===== src/rtl/credit_push_arbiter.sv =====
// credit_push_arbiter
//   Round-robin arbiter that pushes one payload per grant into a
//   credit-based FIFO. A grant is issued only while the link is
//   synchronized and spendable credits remain.
//
// Ports
//   push_clk                sole clock, rising edge
//   push_rst                synchronous active-high reset
//   req_valid/req_data      per-requester valid and payload (slice i = requester i)
//   req_ready               combinational one-hot grant (zero when nothing granted)
//   push_valid/push_data    registered push beat and its payload
//   push_grant_id           requester index of the current push beat
//   push_credit             one returned credit per cycle high
//   push_receiver_in_reset  receiver side of the FIFO is in reset
//   push_sender_in_reset    high while this side is not yet synchronized
//   credit_initial_push     credits loaded on leaving the sync state
//   credit_withhold_push    credits that are never spent
//   credit_count_push       current credit count
//   credit_available_push   spendable credits (count - withhold, floored at 0)
//   credit_error            sticky credit protocol error
//
// Build option
//   CREDIT_PUSH_ARBITER_ERR_EN  when defined, credit_error flags a credit
//   returned at the ceiling or beyond the initial allocation; otherwise it
//   is tied low and no checking logic is built.
module credit_push_arbiter #(
  parameter int NUM_REQ      = 4,
  parameter int DATA_WIDTH   = 8,
  parameter int CREDIT_WIDTH = 5,
  parameter int MAX_CREDITS  = 17
) (
  input  logic                          push_clk,
  input  logic                          push_rst,
  input  logic [NUM_REQ-1:0]            req_valid,
  input  logic [NUM_REQ*DATA_WIDTH-1:0] req_data,
  output logic [NUM_REQ-1:0]            req_ready,
  output logic                          push_valid,
  output logic [DATA_WIDTH-1:0]         push_data,
  output logic [2:0]                    push_grant_id,
  input  logic                          push_credit,
  input  logic                          push_receiver_in_reset,
  output logic                          push_sender_in_reset,
  input  logic [CREDIT_WIDTH-1:0]       credit_initial_push,
  input  logic [CREDIT_WIDTH-1:0]       credit_withhold_push,
  output logic [CREDIT_WIDTH-1:0]       credit_count_push,
  output logic [CREDIT_WIDTH-1:0]       credit_available_push,
  output logic                          credit_error
);

  localparam logic [0:0] S_SYNC = 1'b0;
  localparam logic [0:0] S_RUN  = 1'b1;
  localparam logic [CREDIT_WIDTH-1:0] MAX_C = CREDIT_WIDTH'(MAX_CREDITS);

  logic [0:0]              state_q, state_d;
  logic                    low_cnt_q, low_cnt_d;
  logic [2:0]              rr_ptr_q, rr_ptr_d;
  logic [CREDIT_WIDTH-1:0] count_q, count_d;
  logic                    push_valid_q;
  logic [DATA_WIDTH-1:0]   push_data_q;
  logic [2:0]              grant_id_q;

  logic [CREDIT_WIDTH-1:0] avail_s;
  logic                    grant_en_s;
  logic                    found_s;
  logic                    grant_s;
  logic [2:0]              grant_idx_s;
  logic [NUM_REQ-1:0]      ready_s;
  logic [DATA_WIDTH-1:0]   grant_data_s;

  // Spendable credits: count minus withheld, floored at zero.
  always_comb begin
    if (count_q > credit_withhold_push) begin
      avail_s = count_q - credit_withhold_push;
    end else begin
      avail_s = {CREDIT_WIDTH{1'b0}};
    end
  end

  // Round-robin pick: first pass covers rr_ptr..NUM_REQ-1, second wraps from 0.
  always_comb begin
    grant_en_s  = !push_rst && (state_q == S_RUN) && !push_receiver_in_reset &&
                  (avail_s != {CREDIT_WIDTH{1'b0}});
    found_s     = 1'b0;
    grant_idx_s = 3'd0;
    for (int i = 0; i < NUM_REQ; i++) begin
      if (!found_s && req_valid[i] && (3'(i) >= rr_ptr_q)) begin
        found_s     = 1'b1;
        grant_idx_s = 3'(i);
      end else begin
        found_s     = found_s;
      end
    end
    for (int i = 0; i < NUM_REQ; i++) begin
      if (!found_s && req_valid[i]) begin
        found_s     = 1'b1;
        grant_idx_s = 3'(i);
      end else begin
        found_s     = found_s;
      end
    end
    grant_s = grant_en_s && found_s;
  end

  // One-hot ready and payload mux for the winning requester.
  always_comb begin
    ready_s      = {NUM_REQ{1'b0}};
    grant_data_s = {DATA_WIDTH{1'b0}};
    for (int i = 0; i < NUM_REQ; i++) begin
      ready_s[i] = grant_s && (grant_idx_s == 3'(i));
      if (grant_idx_s == 3'(i)) begin
        grant_data_s = req_data[i*DATA_WIDTH +: DATA_WIDTH];
      end else begin
        grant_data_s = grant_data_s;
      end
    end
  end

  // Pointer moves just past the winner; holds when nothing is granted.
  always_comb begin
    if (grant_s) begin
      if (grant_idx_s == 3'(NUM_REQ - 1)) begin
        rr_ptr_d = 3'd0;
      end else begin
        rr_ptr_d = grant_idx_s + 3'd1;
      end
    end else begin
      rr_ptr_d = rr_ptr_q;
    end
  end

  // Sync/run state machine and credit counter next state.
  always_comb begin
    state_d   = state_q;
    low_cnt_d = low_cnt_q;
    count_d   = count_q;
    case (state_q)
      S_SYNC: begin
        // Credit returns are ignored here; the count just follows the load value.
        count_d = credit_initial_push;
        if (push_receiver_in_reset) begin
          low_cnt_d = 1'b0;
        end else if (low_cnt_q) begin
          state_d   = S_RUN;
          low_cnt_d = 1'b0;
        end else begin
          low_cnt_d = 1'b1;
        end
      end
      S_RUN: begin
        if (push_receiver_in_reset) begin
          state_d   = S_SYNC;
          low_cnt_d = 1'b0;
        end else begin
          state_d   = S_RUN;
        end
        // Grant and credit in the same cycle cancel out.
        if (grant_s && !push_credit) begin
          count_d = count_q - {{(CREDIT_WIDTH-1){1'b0}}, 1'b1};
        end else if (!grant_s && push_credit && (count_q != MAX_C)) begin
          count_d = count_q + {{(CREDIT_WIDTH-1){1'b0}}, 1'b1};
        end else begin
          count_d = count_q;
        end
      end
      default: begin
        state_d   = S_SYNC;
        low_cnt_d = 1'b0;
      end
    endcase
  end

  // State, pointer, credit count and push beat registers.
  always_ff @(posedge push_clk) begin
    if (push_rst) begin
      state_q      <= S_SYNC;
      low_cnt_q    <= 1'b0;
      rr_ptr_q     <= 3'd0;
      count_q      <= credit_initial_push;
      push_valid_q <= 1'b0;
      push_data_q  <= {DATA_WIDTH{1'b0}};
      grant_id_q   <= 3'd0;
    end else begin
      state_q      <= state_d;
      low_cnt_q    <= low_cnt_d;
      rr_ptr_q     <= rr_ptr_d;
      count_q      <= count_d;
      push_valid_q <= grant_s;
      if (grant_s) begin
        push_data_q <= grant_data_s;
        grant_id_q  <= grant_idx_s;
      end
    end
  end

`ifdef CREDIT_PUSH_ARBITER_ERR_EN
  logic err_set_s;
  logic err_q;

  // A credit is illegal at the ceiling or when it would exceed the allocation.
  always_comb begin
    err_set_s = (state_q == S_RUN) && push_credit &&
                ((count_q == MAX_C) ||
                 (({1'b0, count_q} + {{CREDIT_WIDTH{1'b0}}, 1'b1}) > {1'b0, credit_initial_push}));
  end

  // Sticky error flag, cleared only by reset.
  always_ff @(posedge push_clk) begin
    if (push_rst) begin
      err_q <= 1'b0;
    end else if (err_set_s) begin
      err_q <= 1'b1;
    end
  end

  assign credit_error = err_q;
`else
  assign credit_error = 1'b0;
`endif

  assign req_ready             = ready_s;
  assign push_valid            = push_valid_q;
  assign push_data             = push_data_q;
  assign push_grant_id         = grant_id_q;
  assign push_sender_in_reset  = (state_q == S_SYNC);
  assign credit_count_push     = count_q;
  assign credit_available_push = avail_s;

endmodule


===== config.mk =====
export PLATFORM = sky130hd
export DESIGN_NAME = credit_push_arbiter
export DESIGN_NICKNAME = d
export VERILOG_FILES = /design/src/rtl/credit_push_arbiter.sv
export SDC_FILE = /design/constraint.sdc
export NUM_CORES = 1
export LEC_CHECK = 0
export CAP_MARGIN = 15
export CORE_MARGIN = 2
export CORE_UTILIZATION = 44
export DETAILED_ROUTE_END_ITERATION = 12
export PLACE_DENSITY = 0.89
export SLEW_MARGIN = 20
export SYNTH_ARGS = -nofsm -noshare
export SYNTH_HDL_FRONTEND = slang
export SYNTH_SLANG_ARGS = --single-unit

===== constraint.sdc =====
create_clock -name push_clk -period 8.1 [get_ports push_clk]
set_input_delay 2.025 -clock push_clk [delete_from_list [all_inputs] [get_ports push_clk]]
set_output_delay 2.025 -clock push_clk [all_outputs]
set_load 0.05 [all_outputs]

==> flow_summary_export.csv <==
group,metric,value,unit
flow_run,maxCapViolations,0,
drt,drt_iter0_markers,82,
die,fp.coreArea,3420,um2
clocking,cts_buffers,3,
sta,fmax,0.136,GHz
finish,fillers,283,
finish,diodes,0,
critical_path,critPathLaunchType,"primary input",
drt,drt-pass1-iter-count,4,
global_route,grt_pass1_vias,1592,
clocking,clockBufferDepth,2,
drt,via_per_inst,5.59,
sta,setup_tns,0,ns
global_route,antenna_found_initial,0,
sta,fin_skew,0.0101,ns
clocking,cts_tree,"yes",
sta,hold_ws,0.486,ns
die,dieArea,4150,um2
clocking,cts_setup_buffers,0,
logic_synthesis,ys_ff_latch,20,
sta,tightest_slew,0.668,ns
drt,num_vias,1749,
placement,gp_congestion,0.802,
sta,setup_viol,0,
hold_path,hold_path_class,"register to register",
critical_path,critPathMaxStageDelay,0.82,ns
drt,wl_met1,1.90,mm
logic_synthesis,synth_cell_types,45,
critical_path,cp_slowest_cell,"clkdlybuf4s50_1",
clocking,cts_root_buf,"clkbuf_4",
clocking,ctsHtreeMaxLevel,1,
die,io_pins,78,
power,p_per_area,125,nW/um2
logic_synthesis,synthArstFlopShare,0,%
critical_path,critPathArrivalTime,5.35,ns
drt,ant_nets,0,
die,rows,21,
logic_synthesis,ys.flop_type,"dfxtp_1",
logic_synthesis,netlist_area,1610,um2
sta,fin_crit_sh,91.0,%
logic_synthesis,synth-edff-count,5,
logic_synthesis,ys_seq_area_share,28.0,%
finish,fin_nets,332,
drt,drc,0,
critical_path,cp-end-kind,"output pin",
finish,syn_to_final_growth,49.0,%
clocking,clkLatencyLatePin,0.30,ns
clocking,holdBufCountCts,0,
die,die_x,64.5,um
logic_synthesis,syn_avg_cell_area,8.16,um2
power,p_leak,0.000922,uW
clocking,cts.sinks,20,
global_route,grt_overflow,0,
placement,portBuffers,75,
power,ir_worst_vdd,88.5,uV
outcome,status,"finished clean",
finish,layout-drive-gt1-share,3.00,%
placement,hpwlAfterDp,3.52,mm
die,die_h,64.5,um
clocking,cts_repair_resize_count,0,
critical_path,crit_type,"primary input to output pin",
power,power,299,uW
drt,dr_wl_met3,341,um
critical_path,worstPathCellList,"clkdlybuf4s50_1 -> ha_1 -> inv_1 -> fa_1 -> and3_4 -> o21ai_0 -> o2111a_2 -> a221o_1 -> and3_1 -> clkdlybuf4s50_1",
die,initial_core_util,47.1,%
global_route,grt_pass1_wl,7.28,mm
clocking,clkTransAtPathRegs,0.11,ns
drt,post_drt_wl_per_cell,14.2,um
global_route,grt_usage,22.3,%
sta,min_period,7.37,ns
global_route,grt_start_max_net_pins,20,
sta,rsz0062_at_grt,"false",
critical_path,r2r_cells,15,
drt,route.top_layer_used,"met4",
drt,wirelength,4.43,mm
drt,wl_met2,2.17,mm
hold_path,whs_path_depth,2,
logic_synthesis,yosysWarnings,0,
critical_path,critical-path-top-cell-by-count,"clkdlybuf4s50_1",
critical_path,crit_fanout,19,
sta,slew_violations,0,
critical_path,critPathRequiredTime,6.08,ns
logic_synthesis,synthCells,197,
sta,finalHoldViolCount,0,
sta,slew_headroom,55.5,%
==> power by group <==
part / leakage, uW / switching (uW) / internal [uW]
Clock: 0.0000150 / 29.3 / 19.2
Sequential: 0.000174 / 3.91 / 106
Combinational: 0.000733 / 78.8 / 62.0
Total: 0.000922 / 112 / 187
==> cell usage in the layout, fill, tap and decap left out, types with 2 or more instances in the layout <==
master	Yosys	routed
xnor2_1	2	2
nand3b_1	2	2
nand3_1	5	5
clkbuf_4	0	3
edfxtp_1	5	5
inv_1	11	11
nand2_1	11	11
a211oi_1	7	7
nor2_1	11	11
a21o_1	3	3
and2_1	2	2
nor2b_1	10	10
o21ai_0	10	10
fa_1	2	2
a21oi_1	28	28
dfxtp_1	15	15
clkdlybuf4s50_1	0	75
nor3_1	12	12
conb_1	1	2
xor2_1	4	4
nand2b_1	3	3
a221oi_1	7	7
ha_1	12	12
and3_1	4	4
==> final cells by class <==
| type | instances | area (um2) | area share (%) |
|---|---|---|---|
| flip-flops and latches | 20 | 450 | 18.8 |
| clock buffers | 4 | 26.3 | 1.10 |
| repair buffers | 76 | 758 | 31.6 |
| well taps | 46 | 57.6 | 2.40 |
| multi-input cells | 156 | 1060 | 44.3 |
| inverters | 11 | 41.3 | 1.72 |
==> state kept, by name, indices dropped and copies added, names as in the netlist <==
signal and count:
credit_count_push 5, low_cnt_q 1, push_data 8, push_grant_id 2, push_valid 1, rr_ptr_q 2, state_q 1
==> logic make-up after synthesis <==
kind of cell	after synthesis	synth area share, %
buffers and inverters	22	6.15
other	1	0.233
adders and majority gates	14	11.8
and+or+nand+nor	66	21.6
AOI/OAI and AO/OA	67	28.2
DFF	20	28.0
muxes	1	0.623
xor gates and xnor gates	6	3.27
==> Yosys cell counts (3+ instances only) <==
master	number	area share, %
a211oi_1	7	3.3
a21o_1	3	1.4
a21oi_1	28	8.7
a221oi_1	7	3.8
and3_1	4	1.6
clkbuf_1	7	1.6
dfxtp_1	15	19
edfxtp_1	5	9.3
ha_1	12	9.3
inv_1	11	2.6
nand2_1	11	2.6
nand2b_1	3	1.2
nand3_1	5	1.6
nor2_1	11	2.6
nor2b_1	10	3.9
nor3_1	12	3.7
o21ai_0	10	3.1
xor2_1	4	2.2
==> layer usage <==
metal,vias to the layer above,global-route usage [%]
met5,-,0
met4,0,4.52
met3,7,6.42
met2,68,38.0
met1,811,28.2
li1,863,-
==> critical path: cells and delay by family <==
family / cells / cell delay (ns)
AO/OA/AOI/OAI: 3 / 0.98
AND/OR/NAND/NOR: 2 / 0.44
adder cells (fa/ha/maj): 2 / 0.56
buffers and inverters: 3 / 1.34
==> path summary, 6_finish.rpt <==
check | start | end | slack (ns)
setup / recovery | credit_withhold_push[0] | req_ready[0] | 0.73
hold / removal | push_grant_id[1] | push_grant_id[1] | 0.49
setup reg to reg | credit_count_push[0] | credit_count_push[4] | 4.11
hold reg to reg | push_grant_id[1] | push_grant_id[1] | 0.49
==> through the flow <==
step	cell area, um2	worst slack, ns	util [%]	cells
2_1_floorplan	1610	1.80	-	198
3_3_place_gp	2370	0.845	69.4	309
6_report	2400	0.725	70.1	313
5_1_grt	2400	0.540	70.1	313
4_1_cts	2400	0.747	70.1	313
3_5_place_dp	2370	0.770	69.4	309
(Power assumes the default switching activity.)
